## src/rtl/counter_pkg.sv

```systemverilog
// Shared definitions for the up/down counter and its passive monitor.
package counter_pkg;

  localparam int CNT_W = 10;

  typedef enum logic [1:0] {
    SYNC  = 2'd0,
    TRACK = 2'd1,
    FAULT = 2'd2
  } mon_state_t;

  // Modular +/-1 step the counter is contracted to take each cycle.
  function automatic logic [CNT_W-1:0] cnt_next(input logic [CNT_W-1:0] c, input logic up);
    return up ? c + 1'b1 : c - 1'b1;
  endfunction

endpackage

```

## src/rtl/sat_counter.sv

```systemverilog
// Saturating up-counter with synchronous reset; holds at all-ones.
module sat_counter #(
  parameter int W = 8
) (
  input  logic         i_clk,
  input  logic         i_rst,
  input  logic         i_inc,
  output logic [W-1:0] o_count
);

  logic [W-1:0] r_count;

  always_ff @(posedge i_clk) begin
    if (i_rst)                          r_count <= '0;
    else if (i_inc && (r_count != '1))  r_count <= r_count + 1'b1;
  end

  assign o_count = r_count;

endmodule

```

## src/rtl/counter_monitor.sv

```systemverilog
// Passive checker for the up/down counter: flags non +/-1 steps, reports wraps,
// tallies errors and re-synchronises after RESYNC consecutive good steps.
module counter_monitor
  import counter_pkg::*;
#(
  parameter int WIDTH     = CNT_W,
  parameter int ERR_W     = 8,
  parameter int RESYNC    = 4,
  parameter int CHECK_RST = 1
) (
  input  logic             clk,
  input  logic             rst,
  input  logic             mode,
  input  logic [WIDTH-1:0] cnt,
  output logic             err,
  output logic             fault,
  output logic             wrap_up,
  output logic             wrap_down,
  output logic [ERR_W-1:0] err_cnt,
  output logic [1:0]       state
);

  localparam int GR_W = (RESYNC < 2) ? 1 : $clog2(RESYNC + 1);

  mon_state_t       r_state, w_state_nxt;
  logic [WIDTH-1:0] r_prev_cnt;
  logic             r_prev_mode;
  logic [GR_W-1:0]  r_good_run, w_good_nxt;
  logic             r_err, r_wrap_up, r_wrap_down;
  logic             w_err_nxt, w_wu_nxt, w_wd_nxt;
  logic [WIDTH-1:0] w_exp;
  logic             w_match;

  generate
    if (WIDTH == CNT_W) begin : g_pkg_step
      assign w_exp = cnt_next(r_prev_cnt, r_prev_mode);
    end else begin : g_local_step
      assign w_exp = r_prev_mode ? r_prev_cnt + 1'b1 : r_prev_cnt - 1'b1;
    end
  endgenerate

  assign w_match = (cnt == w_exp);

  always_comb begin
    w_state_nxt = r_state;
    w_good_nxt  = r_good_run;
    w_err_nxt   = 1'b0;
    w_wu_nxt    = 1'b0;
    w_wd_nxt    = 1'b0;
    case (r_state)
      TRACK: begin
        if (!w_match) begin
          w_err_nxt   = 1'b1;
          w_state_nxt = FAULT;
          w_good_nxt  = '0;
        end else begin
          w_wu_nxt = r_prev_mode && (r_prev_cnt == '1);
          w_wd_nxt = !r_prev_mode && (r_prev_cnt == '0);
        end
      end
      FAULT: begin
        // Wraps are not reported here even on a good step.
        if (!w_match) begin
          w_err_nxt  = 1'b1;
          w_good_nxt = '0;
        end else if (r_good_run == GR_W'(RESYNC - 1)) begin
          w_state_nxt = TRACK;
          w_good_nxt  = '0;
        end else begin
          w_good_nxt = r_good_run + 1'b1;
        end
      end
      default: begin
        // First sample after reset; encoding 3 lands here as well.
        if ((CHECK_RST != 0) && (cnt != '0)) begin
          w_err_nxt   = 1'b1;
          w_state_nxt = FAULT;
          w_good_nxt  = '0;
        end else begin
          w_state_nxt = TRACK;
        end
      end
    endcase
  end

  always_ff @(posedge clk) begin
    if (rst) begin
      r_state     <= SYNC;
      r_prev_cnt  <= '0;
      r_prev_mode <= 1'b0;
      r_good_run  <= '0;
      r_err       <= 1'b0;
      r_wrap_up   <= 1'b0;
      r_wrap_down <= 1'b0;
    end else begin
      r_state     <= w_state_nxt;
      r_prev_cnt  <= cnt;
      r_prev_mode <= mode;
      r_good_run  <= w_good_nxt;
      r_err       <= w_err_nxt;
      r_wrap_up   <= w_wu_nxt;
      r_wrap_down <= w_wd_nxt;
    end
  end

  sat_counter #(.W(ERR_W)) u_err_tally (
    .i_clk   (clk),
    .i_rst   (rst),
    .i_inc   (w_err_nxt),
    .o_count (err_cnt)
  );

  assign err       = r_err;
  assign fault     = (r_state == FAULT);
  assign wrap_up   = r_wrap_up;
  assign wrap_down = r_wrap_down;
  assign state     = r_state;

endmodule

```

## config.mk

```make
export PLATFORM = sky130hd
export DESIGN_NAME = counter_monitor
export DESIGN_NICKNAME = d
export VERILOG_FILES = /design/src/rtl/counter_pkg.sv /design/src/rtl/sat_counter.sv /design/src/rtl/counter_monitor.sv
export SDC_FILE = /design/constraint.sdc
export NUM_CORES = 1
export LEC_CHECK = 0
export CAP_MARGIN = 25
export CORE_ASPECT_RATIO = 1.1
export CORE_UTILIZATION = 58
export CTS_BUF_LIST = sky130_fd_sc_hd__clkbuf_4 sky130_fd_sc_hd__clkbuf_8 sky130_fd_sc_hd__clkbuf_16
export DETAILED_ROUTE_END_ITERATION = 7
export GPL_TIMING_DRIVEN = 0
export PLACE_DENSITY = 0.85
export SYNTH_ARGS = -nofsm -noshare
export SYNTH_HDL_FRONTEND = slang
export SYNTH_SLANG_ARGS = --single-unit
```

## constraint.sdc

```tcl
create_clock -name clk -period 4.25 [get_ports clk]
set_clock_uncertainty 0.15 [all_clocks]
set_input_delay 0.425 -clock clk [delete_from_list [all_inputs] [get_ports clk]]
set_output_delay 0.425 -clock clk [all_outputs]
set_load 0.005 [all_outputs]
```

==> impl_metrics.tcl <==
set metrics [dict create \
    rsz0062_at_grt "no" \
    routedWlPerCell_um 15.1 \
    cts_setup_buffers 0 \
    syn-cell-area_sq_mm 0.00179 \
    crit_chain "inv_1, ha_1, nor2b_1, o21ai_1, a21oi_1, nor4_4, and3_4, nand4_4, and4_4, mux2_4" \
    worstMarginPinSlew_ns 0.544 \
    track_usage 0.261 \
    cts_max_level 1 \
    yosys.area.top_type "dfxtp_1" \
    clk_pin_slew_ns 0.15 \
    setup_viol 0 \
    core_sq_mm 0.00285 \
    ant_nets 0 \
    synth-seq-cells 27 \
    cts_tree "yes" \
    synth_edf_count 0 \
    status "finished, final reports clean" \
    ys_top_cells_by_count "dfxtp_1, nor2b_1, nor2_1" \
    p_int_w 0.000430 \
    drcViolationCount 0 \
    cts_sinks 27 \
    cp-end-kind "flop" \
    crit_type "flop to flop" \
    worstPathMaxFanout 10 \
    cp-start-kind "flop" \
    die_w_um 54.9 \
    tns_ns 0 \
    dr.pass1.iters 4 \
    dpl.hpwl_mm 3.08 \
    fin_crit_ns 3.09 \
    cap_viol_max_count 0 \
    overflow 0 \
    crit_required_ns 4.33 \
    cts_root_buffer "clkbuf_4" \
    netlist.area_leader.share 0.302 \
    fin_crit_sh 0.727 \
    synth_fp_nets 225 \
    vias 1576 \
    numCtsBuffers 3 \
    peakVddDrop_v 0.000282 \
    r2r_end "u_err_tally.o_count[2]" \
    powerDensity_mw_per_mm2 310 \
    r2r_cells 10 \
    wl_mm 3.95 \
    cpMaxStageDelayCell "dfxtp_1" \
    hold_start "r_good_run[2]" \
    antenna_found_initial 0 \
    crit_buf_inv 1 \
    path_depth 10 \
    diodes 0 \
    r2r_setup_slack_ns 1.16 \
    power.total_w 0.000657 \
    drive_gt1_frac 0.100 \
    syn_inst 199 \
    grt_pass1_vias 1407 \
    fin_util 0.743 \
    die_y_um 60.2 \
    power_leakage_nw 0.838 \
    slew_violations 0 \
    ys_seq_area_frac 0.302 \
    die_area_sq_mm 0.00331 \
    dr.first_iter.drc_count 73 \
    portBuffers 26 \
    grt_first_pass_wirelength_mm 6.21 \
    cp_top_family "simple AND/OR/NAND/NOR gates" \
    cpPeakStageDelay_ns 0.46 \
    clock_latency_ns 0.33 \
    clkPwrFrac 0.176 \
    clockBufferDepth 2 \
    cts_hold_buf 0 \
    synth_most_common_cell "dfxtp_1" \
    maxSlewHeadroom 0.637 \
    holdPathEnd "r_good_run[2]" \
    syn_to_final_growth_pct 18.5 \
    synth_ff_type "dfxtp_1" \
    p_seq_frac 0.437 \
    netlist_top_cells_area "dfxtp_1, ha_1, nor2b_1, xnor2_1, mux2_4" \
    hold_violations 0 \
    ys_types 46 \
    yosysWarnings 0 \
    io_pins 27 \
    regToRegStartpoint "r_prev_mode" \
    post_drt_via_cell_ratio 6.02 \
    worstHoldPathType "flop to flop" \
    fmax_ghz 0.324 \
    syn_avg_cell_area_sq_um 8.98 \
    whs_ns 0.333 \
    p_switching_w 0.000228 \
    start_util 0.627 \
    finish.net_count 256 \
    grt_max_degree 17 \
    hold_depth 1 \
    cp.arrival_ns 3.17 \
    comb_power_share 0.388 \
    cts_resized 0 \
    async_flop_share 0 \
    place_congestion 0.888 \
    swShare 0.347 \
    rows 20 \
]
==> worst register-to-register path, cell delays in order, from the launching register on <==
cell and delay (ns):
dfxtp_1 0.46, inv_1 0.20, ha_1 0.38, nor2b_1 0.15
o21ai_1 0.21, a21oi_1 0.14, nor4_4 0.33, and3_4 0.26
nand4_4 0.18, and4_4 0.25, mux2_4 0.29
==> how the worst max path moves through the flow <==
| stage | from | to | slack (ns) |
|---|---|---|---|
| 4_1_cts | r_prev_mode | u_err_tally.o_count[2] | 1.18 |
| 3_3_place_gp | r_prev_mode | u_err_tally.o_count[2] | 1.26 |
| 2_1_floorplan | r_prev_mode | u_err_tally.o_count[2] | 1.53 |
| 3_5_place_dp | r_prev_mode | u_err_tally.o_count[2] | 1.20 |
| 5_1_grt | r_prev_mode | u_err_tally.o_count[2] | 0.96 |
| 6_report | r_prev_mode | u_err_tally.o_count[2] | 1.16 |
==> power groups by stage <==
stage                     Combinational (W)  Clock (W)  Sequential (W)
after floorplan                    0.000176          0        0.000289
after global placement             0.000245          0        0.000291
after detailed placement           0.000252          0        0.000292
after CTS                          0.000253   0.000118        0.000287
after global routing               0.000283   0.000128        0.000291
final                              0.000255   0.000115        0.000287
==> final cells by class <==
cell class | instances | area (sq um)
Fill cell | 222 | 733
Clock buffer | 3 | 22.5
Multi-Input combinational cell | 159 | 1200
Clock inverter | 1 | 7.51
Buffer | 3 | 11.3
Timing Repair Buffer | 26 | 260
Inverter | 10 | 37.5
Tap cell | 33 | 41.3
Sequential cell | 27 | 541
==> flip-flops by register name, indices dropped and copies added, names as in the netlist <==
| register | flops |
|---|---|
| wrap_down | 1 |
| r_prev_cnt | 10 |
| state | 2 |
| wrap_up | 1 |
| err | 1 |
| u_err_tally.o_count | 8 |
| r_prev_mode | 1 |
| r_good_run | 3 |
==> cell usage in the layout (no fill, tap or decap), types with 3 or more instances in the layout <==
cell type,n
a21oi_1,9
xnor2_1,11
clkdlybuf4s50_1,26
xor2_1,3
and3_1,5
dfxtp_1,27
ha_1,12
o21ai_0,5
mux2_4,4
nor2b_1,19
nand4_1,8
nor3_1,4
inv_1,10
nand3_1,5
nand2b_1,3
nand2_1,11
nor4_1,5
a21o_1,3
nor2_1,16
clkbuf_4,3
==> layer usage <==
layer / up-vias / GRT usage / share of wire
met5: - / 0 / 0
met4: 0 / 0.0786 / 0.011
met3: 6 / 0.0331 / 0.050
met2: 45 / 0.451 / 0.48
met1: 748 / 0.330 / 0.46
li1: 777 / - / -
==> logic make-up (layout without fill, tap and decap cells) <==
| logic type | count (synthesis) | in the layout | share of synthesized area |
|---|---|---|---|
| XOR/XNOR | 16 | 16 | 0.0868 |
| buffers and inverters | 13 | 43 | 0.0273 |
| multiplexers | 8 | 8 | 0.0574 |
| flip-flops | 27 | 27 | 0.302 |
| AND/OR/NAND/NOR | 87 | 87 | 0.300 |
| AO/OA/AOI/OAI | 35 | 35 | 0.131 |
| adder cells (fa/ha/maj) | 13 | 13 | 0.0952 |
==> stage by stage <==
step / cell area (sq um) / instances / worst slack (ns)
CTS: 2120 / 262 / 1.18
global placement: 2090 / 258 / 1.26
detailed placement: 2090 / 258 / 1.20
floorplan: 1790 / 199 / 1.53
global route: 2120 / 262 / 0.956
finish: 2120 / 262 / 1.16
Note: power is estimated with default switching activity, not from simulation.
